===== config.mk =====
export PLATFORM = sky130hd
export DESIGN_NAME = clk_time_setter
export DESIGN_NICKNAME = d
export VERILOG_FILES = /design/src/rtl/clk_time_setter_pkg.sv /design/src/rtl/clk_btn_edge.sv /design/src/rtl/clk_time_setter.sv
export SDC_FILE = /design/constraint.sdc
export NUM_CORES = 1
export LEC_CHECK = 0
export CAP_MARGIN = 15
export CORE_MARGIN = 5
export CORE_UTILIZATION = 45
export CTS_CLUSTER_SIZE = 20
export DETAILED_ROUTE_END_ITERATION = 8
export SYNTH_ARGS = -nofsm -noshare
export SYNTH_HDL_FRONTEND = slang
export SYNTH_HIERARCHICAL = 1
export SYNTH_SLANG_ARGS = --single-unit

===== constraint.sdc =====
create_clock -name clk -period 2.3 [get_ports clk]
set_input_delay 0.69 -clock clk [delete_from_list [all_inputs] [get_ports clk]]
set_output_delay 0.69 -clock clk [all_outputs]
set_load 0.05 [all_outputs]

===== src/rtl/clk_time_setter_pkg.sv =====
// Shared types and constants for the front-panel time-set controller.
// Address codes match the clock core's load-port decode.
package clk_time_setter_pkg;

  typedef enum logic [2:0] {
    StIdle,
    StEditHr,
    StEditMin,
    StEditSec,
    StWrHr,
    StWrMin,
    StWrSec
  } state_e;

  localparam logic [1:0] AddrSec = 2'b00;
  localparam logic [1:0] AddrMin = 2'b01;
  localparam logic [1:0] AddrHr  = 2'b10;

  localparam logic [5:0] MaxHr     = 6'd23;
  localparam logic [5:0] MaxMinSec = 6'd59;

  // Modulo (max+1) step; up=1 increments, up=0 decrements with wrap.
  function automatic logic [5:0] step_mod(input logic [5:0] val, input logic [5:0] max,
                                          input logic up);
    logic [5:0] res;
    if (up) begin
      res = (val >= max) ? 6'd0 : val + 6'd1;
    end else begin
      res = (val == 6'd0) ? max : val - 6'd1;
    end
    return res;
  endfunction

endpackage


===== src/rtl/clk_btn_edge.sv =====
// One-bit rising-edge detector on a synchronous, debounced button level.
// A held level produces exactly one edge pulse.
module clk_btn_edge (
  input  logic clk,
  input  logic reset,
  input  logic level,
  output logic rise
);

  logic prev_q;

  always_ff @(posedge clk or negedge reset) begin
    if (!reset) begin
      prev_q <= 1'b0;
    end else begin
      prev_q <= level;
    end
  end

  assign rise = level & ~prev_q;

endmodule


===== src/rtl/clk_time_setter.sv =====
// Front-panel time-set controller: edits hr/min/sec shadows from buttons, then
// commits them to the clock core as three back-to-back single-cycle load writes.
module clk_time_setter
  import clk_time_setter_pkg::*;
#(
  parameter int unsigned TIMEOUT_CYCLES = 1_000_000_000,
  parameter int unsigned TIMEOUT_W      = 30
) (
  input  logic       clk,
  input  logic       reset,
  input  logic       btn_mode,
  input  logic       btn_inc,
  input  logic       btn_dec,
  output logic       load,
  output logic [1:0] addrs,
  output logic [5:0] data_out,
  output logic       edit_active,
  output logic [1:0] edit_field
);

  localparam logic [TIMEOUT_W-1:0] TimeoutLast = TIMEOUT_W'(TIMEOUT_CYCLES - 1);

  logic mode_e, inc_e, dec_e;

  clk_btn_edge u_edge_mode (
    .clk   (clk),
    .reset (reset),
    .level (btn_mode),
    .rise  (mode_e)
  );

  clk_btn_edge u_edge_inc (
    .clk   (clk),
    .reset (reset),
    .level (btn_inc),
    .rise  (inc_e)
  );

  clk_btn_edge u_edge_dec (
    .clk   (clk),
    .reset (reset),
    .level (btn_dec),
    .rise  (dec_e)
  );

  state_e               state_q;
  logic [5:0]           hr_q, min_q, sec_q;
  logic [TIMEOUT_W-1:0] cnt_q;
  logic                 step;

  // Exactly one of inc/dec: simultaneous edges cancel out.
  assign step = inc_e ^ dec_e;

  always_ff @(posedge clk or negedge reset) begin
    if (!reset) begin
      state_q     <= StIdle;
      hr_q        <= '0;
      min_q       <= '0;
      sec_q       <= '0;
      cnt_q       <= '0;
      load        <= 1'b0;
      addrs       <= AddrSec;
      data_out    <= '0;
      edit_active <= 1'b0;
      edit_field  <= 2'b00;
    end else begin
      load <= 1'b0;
      unique case (state_q)
        StIdle: begin
          if (mode_e) begin
            state_q     <= StEditHr;
            cnt_q       <= '0;
            edit_active <= 1'b1;
            edit_field  <= AddrHr;
          end
        end
        StEditHr, StEditMin, StEditSec: begin
          if (mode_e) begin
            cnt_q <= '0;
            if (state_q == StEditHr) begin
              state_q    <= StEditMin;
              edit_field <= AddrMin;
            end else if (state_q == StEditMin) begin
              state_q    <= StEditSec;
              edit_field <= AddrSec;
            end else begin
              state_q     <= StWrHr;
              edit_active <= 1'b0;
              edit_field  <= 2'b00;
              load        <= 1'b1;
              addrs       <= AddrHr;
              data_out    <= hr_q;
            end
          end else if (step) begin
            cnt_q <= '0;
            if (state_q == StEditHr) begin
              hr_q <= step_mod(hr_q, MaxHr, inc_e);
            end else if (state_q == StEditMin) begin
              min_q <= step_mod(min_q, MaxMinSec, inc_e);
            end else begin
              sec_q <= step_mod(sec_q, MaxMinSec, inc_e);
            end
          end else if (cnt_q == TimeoutLast) begin
            // Abort without writing; shadows keep what the user entered.
            state_q     <= StIdle;
            cnt_q       <= '0;
            edit_active <= 1'b0;
            edit_field  <= 2'b00;
          end else begin
            cnt_q <= cnt_q + 1'b1;
          end
        end
        StWrHr: begin
          state_q  <= StWrMin;
          load     <= 1'b1;
          addrs    <= AddrMin;
          data_out <= min_q;
        end
        StWrMin: begin
          state_q  <= StWrSec;
          load     <= 1'b1;
          addrs    <= AddrSec;
          data_out <= sec_q;
        end
        StWrSec: begin
          state_q <= StIdle;
        end
        default: begin
          state_q <= StIdle;
        end
      endcase
    end
  end

endmodule


After elaboration in Yosys (flattened, before gate mapping)
Cells that the tools add are included.
{ "totals": {"register_bits": 66, "latchBits": 0, "mem_bits_rw": 0, "romBits": 0, "out_inout_bits": 12, "word_cells": 109, "memories": 0} }
{ "op_classes": {"add_sub_neg": 7, "multipliers": 0, "div": 0, "order_cmp": 3, "n_eq_ne": 14, "shifts": 0, "n_mux": 46, "n_bitwise": 10, "n_reduce_logical": 16} }
{ "ops": {"columns": ["cell", "n"], "rows": [
  ["30-bit 2-to-1 mux", 4],
  ["6-bit 2-to-1 mux", 12],
  ["30-bit one-hot mux with 2 select lines", 1],
  ["30-bit by 1-bit adder with 30-bit output (second input constant)", 1],
  ["30-bit equality test (second input constant)", 1],
  ["6-bit by 1-bit adder with 6-bit output (second input constant)", 3],
  ["6-bit zero test", 3],
  ["3-bit 2-to-1 mux", 6],
  ["6-bit one-hot mux with 3 select lines", 1],
  ["6-bit by 1-bit subtractor with 6-bit output (second input constant)", 3],
  ["2-bit 2-to-1 mux", 7],
  ["6-bit >= comparator (second input constant)", 2],
  ["3-bit != test (second input constant)", 4],
  ["3-bit one-hot mux with 4 select lines", 1],
  ["4-bit AND reduction", 3],
  ["1-bit 2-to-1 mux", 10],
  ["5-bit AND reduction", 2],
  ["2-bit != test (second input constant)", 4],
  ["3-bit by 2-bit equality test with 1-bit output (second input constant)", 2],
  ["3-bit equality test (second input constant)", 2],
  ["6-bit by 5-bit >= comparator with 1-bit output (second input constant)", 1],
  ["1-bit inverter", 6],
  ["2-bit one-hot mux with 3 select lines", 1],
  ["6-bit AND reduction", 1],
  ["other kinds (12)", 15]
]} }

Depth between registers and ports, before layout
Gate-level depths: netlist of run 1.
{ "logic_depth": {"word_depth": 6, "ltp_mapped": 9, "ltp_nobuf": 7} }

Hierarchy
Netlist of run 1, hierarchy kept.
{ "modules_own_cells": {"columns": ["module", "instances", "cells_each", "area_per_inst_um2", "seq_area_each_um2"], "rows": [
  ["clk_time_setter", 1, 491, 4130.2, 1576.5],
  ["clk_btn_edge", 3, 2, 38.8, 25.0]
]} }

Least setup slack after synthesis of run 1
OpenSTA, ideal clock, no wires.
{ "synth_timing": {"path_kind": "in2reg", "from": "input btn_inc", "to": "register hr_q[3]", "arrival_time_ps": 2181, "required_time_ps": 2179, "path_slack_ps": -2, "stages": 7, "n_path_buf": 2, "path_cell_list": "nor2b_4 buf_2 xnor2_2 or4_1 clkbuf_1 a221o_1 a22o_1"} }
{ "synth_via": {"elab_chain_cells": 3, "word_cells_on_any_way": 4, "classes_between": "1 x mux; 2 x bitwise; 1 x reduce/logical"} }
{ "synth_rtl": {"columns": ["item", "line", "text"], "rows": [
  ["start: declaration", "clk_time_setter.sv:12", "input logic btn_inc,"],
  ["1-bit bitwise AND (*)", "clk_btn_edge.sv:20", "assign rise = level & ~prev_q;"],
  ["1-bit XOR", "clk_time_setter.sv:52", "assign step = inc_e ^ dec_e;"],
  ["4-bit AND reduction (no source line)", null, null],
  ["end signal: assignment", "clk_time_setter.sv:97", "hr_q <= step_mod(hr_q, MaxHr, inc_e);"],
  ["end: declaration", "clk_time_setter.sv:47", "logic [5:0] hr_q, min_q, sec_q;"]
]} }
Mark *: on every way between the ends. The rest lies on a longest branch, timed or not.
A chain may end at the register's enable or synchronous reset.

Worst setup path in the final report of run 1
{ "layout_timing": {"from": "register cnt_q[22]", "to": "register cnt_q[9]"} }
{ "layout_via": {"elab_chain_cells": 5} }
{ "layout_rtl": {"columns": ["item", "line", "text"], "rows": [
  ["start: declaration", "clk_time_setter.sv:48", "logic [TIMEOUT_W-1:0] cnt_q;"],
  ["start signal: assignment", "clk_time_setter.sv:110", "cnt_q <= cnt_q + 1'b1;"],
  ["30-bit equality test", "clk_time_setter.sv:103", "end else if (cnt_q == TimeoutLast) begin"],
  ["30-bit 2-to-1 mux", "clk_time_setter.sv:103", null],
  ["30-bit 2-to-1 mux", "clk_time_setter.sv:94", "end else if (step) begin"],
  ["30-bit 2-to-1 mux", "clk_time_setter.sv:78", "if (mode_e) begin"],
  ["30-bit one-hot mux with 2 select lines", "clk_time_setter.sv:68", "unique case (state_q)"]
]} }
Every way passes these cells.

==> impl_metrics.toml, run 1 <==
[outcome]
status = "finished clean"

[synthesis]
ys_seq_elements = 66
avgSynthCellArea_sq_um = 8.544
async_flop_share = 1.000
synth-edff-count = 0
yosysSeqAreaShare = 0.3889
yosysUniqueCellTypes = 66
yosys_warnings = 6
syn_inst = 497
synth_area_sq_um = 4247
ys.flop_type = "dfrtp_1"
synth_nets = 512

[floorplanning]
core_sq_um = 9240
num_rows = 35
die_w_um = 107.1
dieHeight_um = 107.1
die-area_sq_um = 11480
io_pins = 17
start_util = 0.4596

[global_routing]
grt_max_degree = 67
grt_pass1_vias = 3720
antenna_found_initial = 0
grtUsageTotal = 0.1935
grt-ovfl-total = 0
grt_pass1_wl_mm = 18.27

[power]
powerDensity_nw_per_um2 = 1031
vdd_ir_drop_max_mv = 0.6081
leakagePower_uw = 0.002177
total_power_uw = 5257

[routing]
wl_per_cell_um = 15.82
antenna_left = 0
drt_iter0_drc = 230
route.detailed.drc = 0
first_pass_iters = 5
vias = 3941
viasPerCell = 5.787
totalWireLength_mm = 10.77

[placed_design]
place_area_sq_um = 4867
gp_congestion = 0.8677
dpl_worst_slack_ns = -0.4374
place_hpwl_mm = 7.594
portBuffers = 16

[clock_network]
cts_tree = "done"
clock-sinks = 66
cts.htree.levels = 3
clock_path_buffers = 2
cts-root-buf = "clkbuf_8"
clkLatencyLatePin_ns = 0.34
cts_buffers = 9
path_clk_slew_ns = 0.07
hold_buffers = 0

[critical_path]
worstPathCellList = "nor4bb_4 -> nand4_1 -> or4_4 -> buf_2 -> buf_4 -> a31oi_1 -> mux2i_1"
regToRegSetupSlack_ns = 0.04
crit_fanout = 7
slowest_delay_ns = 0.62
cp.arrival_ns = 2.48
required_ns = 2.52
path_depth = 7
critPathLaunchType = "register"
critical_path_buf_inv_count = 2
worst_setup_path_end_kind = "register"
crit_family = "simple AND/OR/NAND/NOR gates"
reg2regPathDepth = 7
crit_type = "register to register"
slowest_stage = "or4_4"

[sta]
worst_clock_skew_ns = 0.008064
slew_violations = 0
fin_crit_sh = 0.9827
worst_slew_pin_slew_ns = 0.6674
rsz0062_at_grt = "yes"
max_freq_mhz = 442.5
finalHoldViolations = 0
hold_ws_ns = 0.3554
setup_viol = 0
slew_headroom = 0.5550
worst_slack_ns = 0.03986
period_minus_slack_ns = 2.260

[flow_run]
max_cap_viol_count = 0

[layout]
final_common_cell = "dfrtp_1"
nets = 563
layout_common_cells = "dfrtp_1 (65), buf_4 (61), nor2_1 (44)"
antenna_cells = 0
synthToLayoutAreaGrowth_pct = 20.09
fin_area_sq_um = 5100
drive_gt1_frac = 0.1902

[hold_path]
hold_path.class = "input pin to asynchronous set/reset pin"
report_power, final:
part / total (uW) / internal [uW] / switching (uW) / leakage, uW
Combinational: 2490 / 1060 / 1430 / 0.00122
Clock: 963 / 522 / 441 / 0.0000962
Sequential: 1810 / 1410 / 396 / 0.000866
Total: 5260 / 2990 / 2260 / 0.00218
kinds of logic (layout without fill, tap and decap cells):
| logic type | after synthesis | after routing | synth area share |
|---|---|---|---|
| adders and majority gates | 10 | 10 | 0.02946 |
| DFF | 66 | 66 | 0.3889 |
| and+or+nand+nor | 208 | 208 | 0.2616 |
| xor gates and xnor gates | 8 | 8 | 0.01827 |
| AOI/OAI and AO/OA | 135 | 135 | 0.2074 |
| muxes | 18 | 18 | 0.04420 |
| buffers and inverters | 52 | 107 | 0.05009 |
stage by stage:
step	TNS (ns)	util	cells
6_report	0	0.5519	681
5_1_grt	-0.1884	0.5519	681
4_1_cts	0	0.5475	679
3_5_place_dp	-13.18	0.5267	664
3_3_place_gp	-11.96	0.5267	664
2_1_floorplan	0	-	497
final timing paths:
check / startpoint / to
setup / recovery: cnt_q[22] / cnt_q[9]
hold / removal: reset / cnt_q[23]
setup reg to reg: cnt_q[22] / cnt_q[9]
hold reg to reg: addrs[0] / addrs[0]
max in group asynchronous: reset / data_out[0]
min in group clk: addrs[0] / addrs[0]
area by class of cell:
| type | count | area [sq um] |
|---|---|---|
| clock inverters | 3 | 40.04 |
| inverters | 14 | 52.55 |
| repair buffers | 78 | 630.6 |
| well taps | 129 | 161.4 |
| multi-input cells | 379 | 2417 |
| flip-flops and latches | 66 | 1653 |
| clock buffers | 12 | 145.1 |
| fillers | 841 | 4140 |
sequential cells by signal, summed over array words and instances, names as in the netlist:
register	cells
edit_field	2
min_q	6
load	1
sec_q	6
edit_active	1
u_edge_inc/prev_q	1
data_out	6
u_edge_mode/prev_q	1
addrs	2
hr_q	6
state_q	3
u_edge_dec/prev_q	1
cnt_q	30
layer usage:
metal / up-vias / routed length [um] / global-route usage
met5: - / 0 / 0
met2: 72 / 5398 / 0.3262
met4: 0 / 105 / 0.05662
met1: 1912 / 4920 / 0.2537
met3: 9 / 348 / 0.03371
li1: 1948 / - / -
what timing repair did:
item / 4_1_cts / 5_1_grt
endpoints found under the setup margin: 7 / 3
resized for setup: 4 / 7
setup buffers: 0 / 2
pin swaps: 1 / 2
Yosys cell counts, drive strengths merged (3+ instances only):
| library cell | n | area (sq um) |
|---|---|---|
| nand3 | 35 | 175.2 |
| xor2 | 5 | 43.79 |
| o211ai | 3 | 22.52 |
| a211oi | 3 | 22.52 |
| mux2i | 12 | 120.1 |
| and4 | 5 | 46.29 |
| clkbuf | 28 | 106.4 |
| nand2 | 41 | 153.9 |
| ha | 10 | 125.1 |
| a31oi | 9 | 56.30 |
| a22o | 6 | 52.55 |
| o21ai | 44 | 220.2 |
| nor3b | 4 | 30.03 |
| a221o | 3 | 30.03 |
| xnor2 | 3 | 33.79 |
| nor3 | 11 | 55.05 |
| nor2b | 7 | 66.31 |
| mux2 | 6 | 67.56 |
| or4b | 3 | 30.03 |
| and3 | 9 | 56.30 |
| nand4 | 22 | 137.6 |
| o311ai | 5 | 43.79 |
| nor4 | 5 | 31.28 |
| a21oi | 27 | 135.1 |
| nor2 | 44 | 165.2 |
| a22oi | 3 | 22.52 |
| or3 | 6 | 37.54 |
| a31o | 6 | 52.56 |
| buf | 10 | 53.80 |
| or4 | 3 | 26.27 |
| dfrtp | 66 | 1652 |
| nand2b | 5 | 38.78 |
| inv | 14 | 52.55 |
Power figures use the tool's default switching activity.
==> run 2, diff against run 1 <==
--- a/config.mk
+++ b/config.mk
@@ -10,6 +10,7 @@
 export CORE_UTILIZATION = 45
 export CTS_CLUSTER_SIZE = 20
 export DETAILED_ROUTE_END_ITERATION = 8
+export RECOVER_POWER = 25
 export SYNTH_ARGS = -nofsm -noshare
 export SYNTH_HDL_FRONTEND = slang
 export SYNTH_HIERARCHICAL = 1
==> run 2 against run 1 <==
  * The run now ends with max-capacitance violations, max-slew violations left
  * Sequential share of layout area increased by 0.096 points
  * Routed wire length rose by 0.69%
  * Global-route usage stayed put
  * Largest power group unchanged
==> impl_metrics.toml, run 2 (synthesized netlist as in run 1, its figures left out) <==
[outcome]
status = "complete, but fails checks"
violations = "max-capacitance violations, max-slew violations"

[layout]
final-seq-area_sq_um = 1653
multi_input_area_sq_um = 2417
top_register = "cnt_q"
fillers = 843
post-route-util = 0.5503
final_common_cell = "dfrtp_1"
fin_area_sq_um = 5085
synthToLayoutAreaGrowth_pct = 19.74
layout_common_cells = "dfrtp_1 (65), buf_4 (61), nor2_1 (44)"
largest_reg_flops = 30
antenna_cells = 0
nets = 563
drive_gt1_frac = 0.1902

[flow_run]
max_cap_viol_count = 1

[sta]
worst_clock_skew_ns = 0.008236
fin_crit_sh = 0.9850
hold_ws_ns = 0.5125
setup_viol = 0
rsz0062_at_grt = "yes"
worst_slack_ns = 0.03460
period_minus_slack_ns = 2.265
worst_slew_pin_slew_ns = 1.519
slew_violations = 67
setup_tns_ns = 0
max_freq_mhz = 441.4
slew_headroom = -0.01264
finalHoldViolations = 0

[hold_path]
hold_path.class = "register to register"
min_from = "addrs[0]"
hold_depth = 1
min_to = "addrs[0]"

[placed_design]
gp_congestion = 0.8677
place_area_sq_um = 4867
dpl_worst_slack_ns = -0.4374
portBuffers = 16
place_hpwl_mm = 7.594

[clock_network]
hold_buffers = 0
clock-sinks = 66
cts_tree = "done"
cts.htree.levels = 3
clock_path_buffers = 2
clkLatencyLatePin_ns = 0.34
cts-root-buf = "clkbuf_8"
cts_buffers = 9
path_clk_slew_ns = 0.07

[critical_path]
crit_family = "simple AND/OR/NAND/NOR gates"
cp.arrival_ns = 2.49
r2r_start = "cnt_q[22]"
worstPathCellList = "nor4bb_4 -> nand4_1 -> or4_4 -> buf_2 -> buf_4 -> a31oi_1 -> mux2i_1"
slowest_stage = "or4_4"
r2r-end = "cnt_q[9]"
critPathLaunchType = "register"
worst_setup_path_end_kind = "register"
crit_type = "register to register"
reg2regPathDepth = 7
required_ns = 2.52
regToRegSetupSlack_ns = 0.03
crit_fanout = 7
critical_path_buf_inv_count = 2
slowest_delay_ns = 0.62

[floorplanning]
io_pins = 17
start_util = 0.4596
num_rows = 35
core_sq_um = 9240
dieHeight_um = 107.1
die_w_um = 107.1
die-area_sq_um = 11480

[routing]
viasPerCell = 5.858
wl_per_cell_um = 15.93
route.detailed.drc = 0
vias = 3989
drt_iter0_drc = 205
totalWireLength_mm = 10.85
first_pass_iters = 4
antenna_left = 0

[global_routing]
grt_max_degree = 67
grt_pass1_wl_mm = 18.27
grtUsageTotal = 0.1935
grt_pass1_vias = 3720
antenna_found_initial = 0
grt-ovfl-total = 0

[power]
vdd_ir_drop_max_mv = 0.6096
powerDensity_nw_per_um2 = 1034
leakagePower_uw = 0.002172
-- run 2: cell types whose count changed in the layout (fill, tap and decap cells not counted) --
cell and change:
buf_12 -1, buf_2 +1
-- run 2: worst reg2reg max path, cell delays in order (launching register included) --
cell and delay (ns):
dfrtp_2 0.46, nor4bb_4 0.30, nand4_1 0.13, or4_4 0.62
buf_2 0.20, buf_4 0.17, a31oi_1 0.18, mux2i_1 0.10
-- run 2: per-stage QoR --
step / cells / power [uW]
2_1_floorplan: 497 / 3440
3_3_place_gp: 664 / 4263
3_5_place_dp: 664 / 4302
4_1_cts: 679 / 5298
5_1_grt: 681 / 5650
6_report: 681 / 5256
-- run 2: repair_timing --
item | in CTS | in global routing
setup buffers | 0 | 2
gates resized for setup | 4 | 7
pin swaps | 1 | 2
endpoints found under the setup margin | 7 | 3
endpoints found under the hold margin | 0 | 0
-- run 2: worst max path at each step --
stage,endpoint,cells after the start,from
after floorplan,hr_q[3],7,btn_inc
after global placement,cnt_q[21],7,btn_inc
after detailed placement,cnt_q[21],7,btn_inc
after CTS,edit_active,1,edit_active
after global routing,cnt_q[17],7,cnt_q[22]
final,cnt_q[9],7,cnt_q[22]
-- run 2: final cells by class --
cell class / instances / area share
multi-input cells: 379 / 0.4754
flip-flops and latches: 66 / 0.3250
repair buffers: 78 / 0.1211
well taps: 129 / 0.03174
clock buffers: 12 / 0.02854
inverters: 14 / 0.01033
clock inverters: 3 / 0.007874
-- run 2: report_power, final --
group          total (uW)  leakage, uW  internal, uW  switching (uW)
logic                2480      0.00121          1060            1430
registers            1810     0.000866          1410             398
clock network         962    0.0000962           522             440
-- run 2: routing by layer --
| layer | up-vias | wire, um | track usage |
|---|---|---|---|
| met5 | - | 0 | 0 |
| met4 | 0 | 121 | 0.05662 |
| met3 | 11 | 381 | 0.03371 |
| met2 | 85 | 5456 | 0.3262 |
| met1 | 1945 | 4888 | 0.2537 |
| li1 | 1948 | - | - |
